<file path="config.mk">
export PLATFORM = sky130hd
export DESIGN_NAME = seq_alu
export DESIGN_NICKNAME = d
export VERILOG_FILES = /design/src/rtl/seq_alu.sv
export SDC_FILE = /design/constraint.sdc
export NUM_CORES = 1
export LEC_CHECK = 0
export ABC_AREA = 0
export BUFFER_PORTS_ARGS = -buffer_cell sky130_fd_sc_hd__clkbuf_2
export CAP_MARGIN = 15
export CORE_MARGIN = 8
export CORE_UTILIZATION = 65
export CTS_BUF_LIST = sky130_fd_sc_hd__clkbuf_4 sky130_fd_sc_hd__clkbuf_8
export CTS_CLUSTER_DIAMETER = 150
export DETAILED_ROUTE_END_ITERATION = 8
export GPL_TIMING_DRIVEN = 0
export PLACE_DENSITY_LB_ADDON = 0.2
export SYNTH_ARGS = -nofsm -noshare
export SYNTH_HDL_FRONTEND = slang
export SYNTH_SLANG_ARGS = --single-unit
export TNS_END_PERCENT = 5
</file>
<file path="constraint.sdc">
create_clock -name clk -period 6.21 [get_ports clk]
set_input_delay 1.242 -clock clk [delete_from_list [all_inputs] [get_ports clk]]
set_output_delay 1.242 -clock clk [all_outputs]
set_load 0.05 [all_outputs]
</file>
<file path="src/rtl/seq_alu.sv">
// seq_alu: valid/ready ALU with registered result and flags. Multiply and
// divide iterate one bit per cycle; every other op completes at the accept edge.
module seq_alu #(
   parameter int WIDTH = 8
) (
   input  logic             clk,
   input  logic             rst_n,
   input  logic             in_valid,
   output logic             in_ready,
   input  logic [WIDTH-1:0] a,
   input  logic [WIDTH-1:0] b,
   input  logic [2:0]       op,
   output logic             out_valid,
   input  logic             out_ready,
   output logic [WIDTH-1:0] y,
   output logic [WIDTH-1:0] hi,
   output logic             zero,
   output logic             carry,
   output logic             ovf,
   output logic             dz
);
   localparam int CW = $clog2(WIDTH + 1);

   typedef enum logic [1:0] {IDLE, MUL, DIV, DONE} state_t;
   typedef enum logic [2:0] {
      OP_ADD, OP_SUB, OP_MUL, OP_DIV, OP_AND, OP_OR, OP_NOT, OP_XOR
   } op_t;

   state_t           state_q, state_d;
   logic [CW-1:0]    cnt_q, cnt_d;
   logic [WIDTH-1:0] opnd_q, opnd_d;      // multiplicand (mul) or divisor (div)
   logic [WIDTH-1:0] acc_hi_q, acc_hi_d;  // partial product high half / remainder
   logic [WIDTH-1:0] acc_lo_q, acc_lo_d;  // multiplier / quotient shift register
   logic [WIDTH-1:0] y_q, y_d, hi_q, hi_d;
   logic             zero_q, zero_d, carry_q, carry_d, ovf_q, ovf_d, dz_q, dz_d;

   op_t              op_e;
   logic [WIDTH:0]   sum, diff, mul_sum, rem_sh, rem_sub;

   assign op_e    = op_t'(op);
   assign sum     = {1'b0, a} + {1'b0, b};
   assign diff    = {1'b0, a} - {1'b0, b};
   assign mul_sum = {1'b0, acc_hi_q} + (acc_lo_q[0] ? {1'b0, opnd_q} : '0);
   assign rem_sh  = {acc_hi_q, acc_lo_q[WIDTH-1]};
   // Top bit of rem_sub is the borrow: set when the shifted remainder < divisor.
   assign rem_sub = rem_sh - {1'b0, opnd_q};

   always_comb begin
      // NOTE: every _d defaults to its _q first, so no path through this block can infer a latch.
      state_d  = state_q;
      cnt_d    = cnt_q;
      opnd_d   = opnd_q;
      acc_hi_d = acc_hi_q;
      acc_lo_d = acc_lo_q;
      y_d      = y_q;
      hi_d     = hi_q;
      zero_d   = zero_q;
      carry_d  = carry_q;
      ovf_d    = ovf_q;
      dz_d     = dz_q;

      unique case (state_q)
         IDLE: begin
            if (in_valid) begin
               if (op_e == OP_MUL) begin
                  opnd_d   = a;
                  acc_hi_d = '0;
                  acc_lo_d = b;
                  cnt_d    = CW'(WIDTH);
                  state_d  = MUL;
               end else if (op_e == OP_DIV && b != '0) begin
                  opnd_d   = b;
                  acc_hi_d = '0;
                  acc_lo_d = a;
                  cnt_d    = CW'(WIDTH);
                  state_d  = DIV;
               end else begin
                  state_d = DONE;
                  hi_d    = '0;
                  carry_d = 1'b0;
                  ovf_d   = 1'b0;
                  dz_d    = 1'b0;
                  case (op_e)
                     OP_ADD: begin
                        y_d     = sum[WIDTH-1:0];
                        carry_d = sum[WIDTH];
                        ovf_d   = (a[WIDTH-1] == b[WIDTH-1]) && (sum[WIDTH-1] != a[WIDTH-1]);
                     end
                     OP_SUB: begin
                        y_d     = diff[WIDTH-1:0];
                        carry_d = diff[WIDTH];
                        ovf_d   = (a[WIDTH-1] != b[WIDTH-1]) && (diff[WIDTH-1] != a[WIDTH-1]);
                     end
                     OP_AND:  y_d = a & b;
                     OP_OR:   y_d = a | b;
                     OP_NOT:  y_d = ~a;
                     OP_XOR:  y_d = a ^ b;
                     default: begin  // only divide-by-zero reaches here
                        y_d  = '1;
                        hi_d = a;
                        dz_d = 1'b1;
                     end
                  endcase
                  zero_d = (y_d == '0);
               end
            end
         end

         MUL: begin
            {acc_hi_d, acc_lo_d} = {mul_sum, acc_lo_q[WIDTH-1:1]};
            cnt_d = cnt_q - CW'(1);
            if (cnt_q == CW'(1)) begin
               state_d = DONE;
               y_d     = acc_lo_d;
               hi_d    = acc_hi_d;
               zero_d  = (acc_lo_d == '0);
               carry_d = (acc_hi_d != '0);
               ovf_d   = 1'b0;
               dz_d    = 1'b0;
            end
         end

         DIV: begin
            acc_hi_d = rem_sub[WIDTH] ? rem_sh[WIDTH-1:0] : rem_sub[WIDTH-1:0];
            acc_lo_d = {acc_lo_q[WIDTH-2:0], ~rem_sub[WIDTH]};
            cnt_d    = cnt_q - CW'(1);
            if (cnt_q == CW'(1)) begin
               state_d = DONE;
               y_d     = acc_lo_d;
               hi_d    = acc_hi_d;
               zero_d  = (acc_lo_d == '0);
               carry_d = 1'b0;
               ovf_d   = 1'b0;
               dz_d    = 1'b0;
            end
         end

         DONE: begin
            if (out_ready) state_d = IDLE;
         end
      endcase
   end

   // NOTE: sequential state uses non-blocking assignments so all flops update together at the edge.
   always_ff @(posedge clk or negedge rst_n) begin
      // NOTE: every register, datapath included, is reset so an aborted mul/div leaves no residue.
      if (!rst_n) begin
         state_q  <= IDLE;
         cnt_q    <= '0;
         opnd_q   <= '0;
         acc_hi_q <= '0;
         acc_lo_q <= '0;
         y_q      <= '0;
         hi_q     <= '0;
         zero_q   <= 1'b0;
         carry_q  <= 1'b0;
         ovf_q    <= 1'b0;
         dz_q     <= 1'b0;
      end else begin
         state_q  <= state_d;
         cnt_q    <= cnt_d;
         opnd_q   <= opnd_d;
         acc_hi_q <= acc_hi_d;
         acc_lo_q <= acc_lo_d;
         y_q      <= y_d;
         hi_q     <= hi_d;
         zero_q   <= zero_d;
         carry_q  <= carry_d;
         ovf_q    <= ovf_d;
         dz_q     <= dz_d;
      end
   end

   assign in_ready  = (state_q == IDLE);
   assign out_valid = (state_q == DONE);
   assign y         = y_q;
   assign hi        = hi_q;
   assign zero      = zero_q;
   assign carry     = carry_q;
   assign ovf       = ovf_q;
   assign dz        = dz_q;

endmodule

</file>
==> run metrics <==
status=finished clean; final hold vios=0; Tightest Pin Transition=between 1000 and 1500 ps; Final period util=between 50 and 60%; Pins Over Slew Limit=0; r2r endpoint=y[0]; Max Fclk=0.282 GHz; Post-synth top flop=dfrtp_1; Post-Syn Instances=between 600 and 700; combinational power share=between 70 and 80%; FF-to-FF Start=acc_lo_q[7]; post-synth cell types=66; n_diodes=0; Hold Crit Class=reg2reg; commonest non-fill, non-tap cell in the layout=nor2_1; post-layout util=73.7%; pin count of the biggest net entering global routing=30; clock power share=a little over 8%; # hold bufs at CTS=0; DP HPWL=11700 um; R2R Setup Slk=about 3100 ps; total power=~2.9 mW; Num CTS Buffers=5; unrepaired setup endpoints after global routing=false; drt wl/cell=between 15 and 20 um; Avg Inst Size Synth=~7.8 um2; Post-CTS Setup Inserts=0; core area=approximately 7300 um2; count of input and output buffers=44; routability cong.=slightly above 1; Final #Nets=752; Die Span Y=103 um; Syn Nets=700; Die W=about 100 um; final instance area=5380 um2; Sw Ratio=54.7%; antenna-violating nets left=0; Flop pwr share=between 20% and 30%; root buf cell=clkbuf_8; fillcell total=between 600 and 700; hold path start=y[0]; Syn. warnings=0; Critical Path Sink Type=register; Max VDD drop=about 0.19 mV; Bufs on Longest Clock Path=2; final wirelength=approximately 15000 um; 1st-iter DRT viols=about 400; Worst slew margin=roughly a third; initial antenna violation count=0; clock slew at reported path FFs=between 100 and 150 ps; worst r2r path cells=10; Pre-Repair DR Iteration Count=5; async set-reset flop share out of synthesis=between 90% and 100%; CTS resizes=0; Die ar.=10600 um2; share of cells above drive strength 1=a little under an eighth; maxcap violations=0; Setup Skew=16.4 ps; initial core utilization=67.2%; Post-synth EDFFs=0; Area after DPL=around 5300 um2; H-tree levels=2; site row count=31; hold path endpoint=y[0]; first-pass GRT wire length=between 20000 and 25000 um; Total GRT Usage=29.1%; P per Cell Area=548 nW/um2; critical path fanouts, max=5; Worst EP required=between 6000 and 7000 ps; Worst-Skew Late Latency=310 ps; Seq cells post-synth=50; vias per cell=between 6 and 7; Worst Path Arrival=approximately 3800 ps; Synth-to-Final Area Change=9.81%; Leakage=around 2.5 nW; CP Launch Type=input port; Crit Path Class=in2reg; Residual DRC=0; WHS=499 ps; vias in the first global route=a little under 5000; P_int=between 1 and 1.5 mW; switching power=approximately 1.6 mW; Min Clock Period, post-route=between 3000 and 4000 ps; WHS Path Cells=2; CTS Sinks=50; mapped cell area=between 4000 and 5000 um2; Final setup viols=0; sequential share of the synthesized area=25.5%; # IOs=between 40 and 50; total number of vias=about 5100; GRT Residual Overflow=0; CTS tree=built; most frequent cells in the layout=78 x nor2_1, 55 x a21oi_1, 50 x o21ai_0, 50 x dfrtp_1, 47 x ha_1; setup TNS=0 ps
metrics by stage:
stage | std cells | setup WS (ps)
after floorplan | 626 | 3050
after global placement | 769 | 2390
after detailed placement | 770 | 2410
after CTS | 778 | 2720
after global routing | 778 | 2430
final | 778 | 2660
sequential cells by signal, summed over array words and instances (netlist names):
| signal | count |
|---|---|
| cnt_q | 4 |
| zero | 1 |
| acc_lo_q | 8 |
| state_q | 2 |
| hi | 8 |
| ovf | 1 |
| carry | 1 |
| acc_hi_q | 8 |
| opnd_q | 8 |
| dz | 1 |
| y | 8 |
layout make-up:
cell class / count / area (um2) / share of cell area [%]
Clock inverter: 3 / 47.5 / 0.884
Tap cell: 99 / 124 / 2.30
Sequential cell: 50 / 1250 / 23.3
Inverter: 43 / 161 / 3.00
Multi-Input combinational cell: 494 / 3310 / 61.6
Timing Repair Buffer: 45 / 240 / 4.47
Clock buffer: 5 / 68.8 / 1.28
Buffer: 39 / 174 / 3.23
cells in the mapped netlist (3+ instances only):
master    count  share of area (%)
and2_1       10                1.3
nor3_1       12                1.2
mux2i_1      10                2.0
nand4_1       3               0.38
o31ai_1       4               0.61
o21ai_1       3               0.31
nor4_1        4               0.51
nand2_1      43                3.3
xor2_1        4               0.72
nand2b_1      6               0.77
inv_1        43                3.3
a21o_1        9                1.4
nand3_1       8               0.82
a222oi_1      3               0.61
nor2b_1      12                1.5
and3_1       10                1.3
buf_2        10                1.0
nor2_1       78                6.0
clkbuf_1     26                2.0
nand3b_1      4               0.61
a31oi_1      11                1.4
ha_1         47                 12
dfrtp_1      50                 26
a22oi_1       6               0.92
o21a_1       10                1.5
xnor2_1       9                1.6
a211oi_1     11                1.7
a221oi_1      6                1.1
o21ai_0      50                5.1
o211ai_1     11                1.7
nor3b_1       4               0.61
or3b_1        3               0.54
or3_1         3               0.38
fa_1          4                1.6
a41oi_1       4               0.72
a21oi_1      55                5.6
per-layer routing:
layer | GRT usage (%) | wire length, um | vias up
met5 | 0 | 0 | -
met4 | 14.5 | 682 | 0
met3 | 4.32 | 1150 | 69
met2 | 49.5 | 7110 | 284
met1 | 35.2 | 5890 | 2409
li1 | - | - | 2342
power by group through the flow:
stage | Clock (mW) | Combinational, mW | Sequential [mW]
2_1_floorplan | 0 | 1.32 | 0.812
3_3_place_gp | 0 | 1.95 | 0.629
3_5_place_dp | 0 | 2.03 | 0.635
4_1_cts | 0.244 | 2.04 | 0.627
5_1_grt | 0.263 | 2.26 | 0.652
6_report | 0.246 | 2.07 | 0.630
cells by family (layout without fill, tap and decap cells):
family	count (synthesis)	count (layout)	share of synthesized area [%]
compound gates	205	205	27.3
fa+ha+maj	51	51	13.6
buf+inv	82	135	6.85
simple gates	215	215	22.3
mux	10	10	2.04
flops	50	50	25.5
xor+xnor	13	13	2.33
worst max-delay path: stages:
cell,delay [ps]
clkbuf_2,130
inv_1,90
ha_1,220
inv_1,70
fa_1,400
inv_1,70
o221ai_1,120
a221oi_1,670
nand4_1,190
nor3_2,170
nand4_1,140
o31ai_1,230
worst max-delay path by stage:
stage,from,to,slack [ps],depth (start not counted)
global route,a[0],zero,2430,12
finish,a[0],zero,2660,12
CTS,a[0],zero,2720,12
floorplan,b[3],zero,3050,10
detailed placement,a[0],zero,2410,12
global placement,a[0],zero,2390,12
No activity file was read; power rests on OpenSTA's default activity.
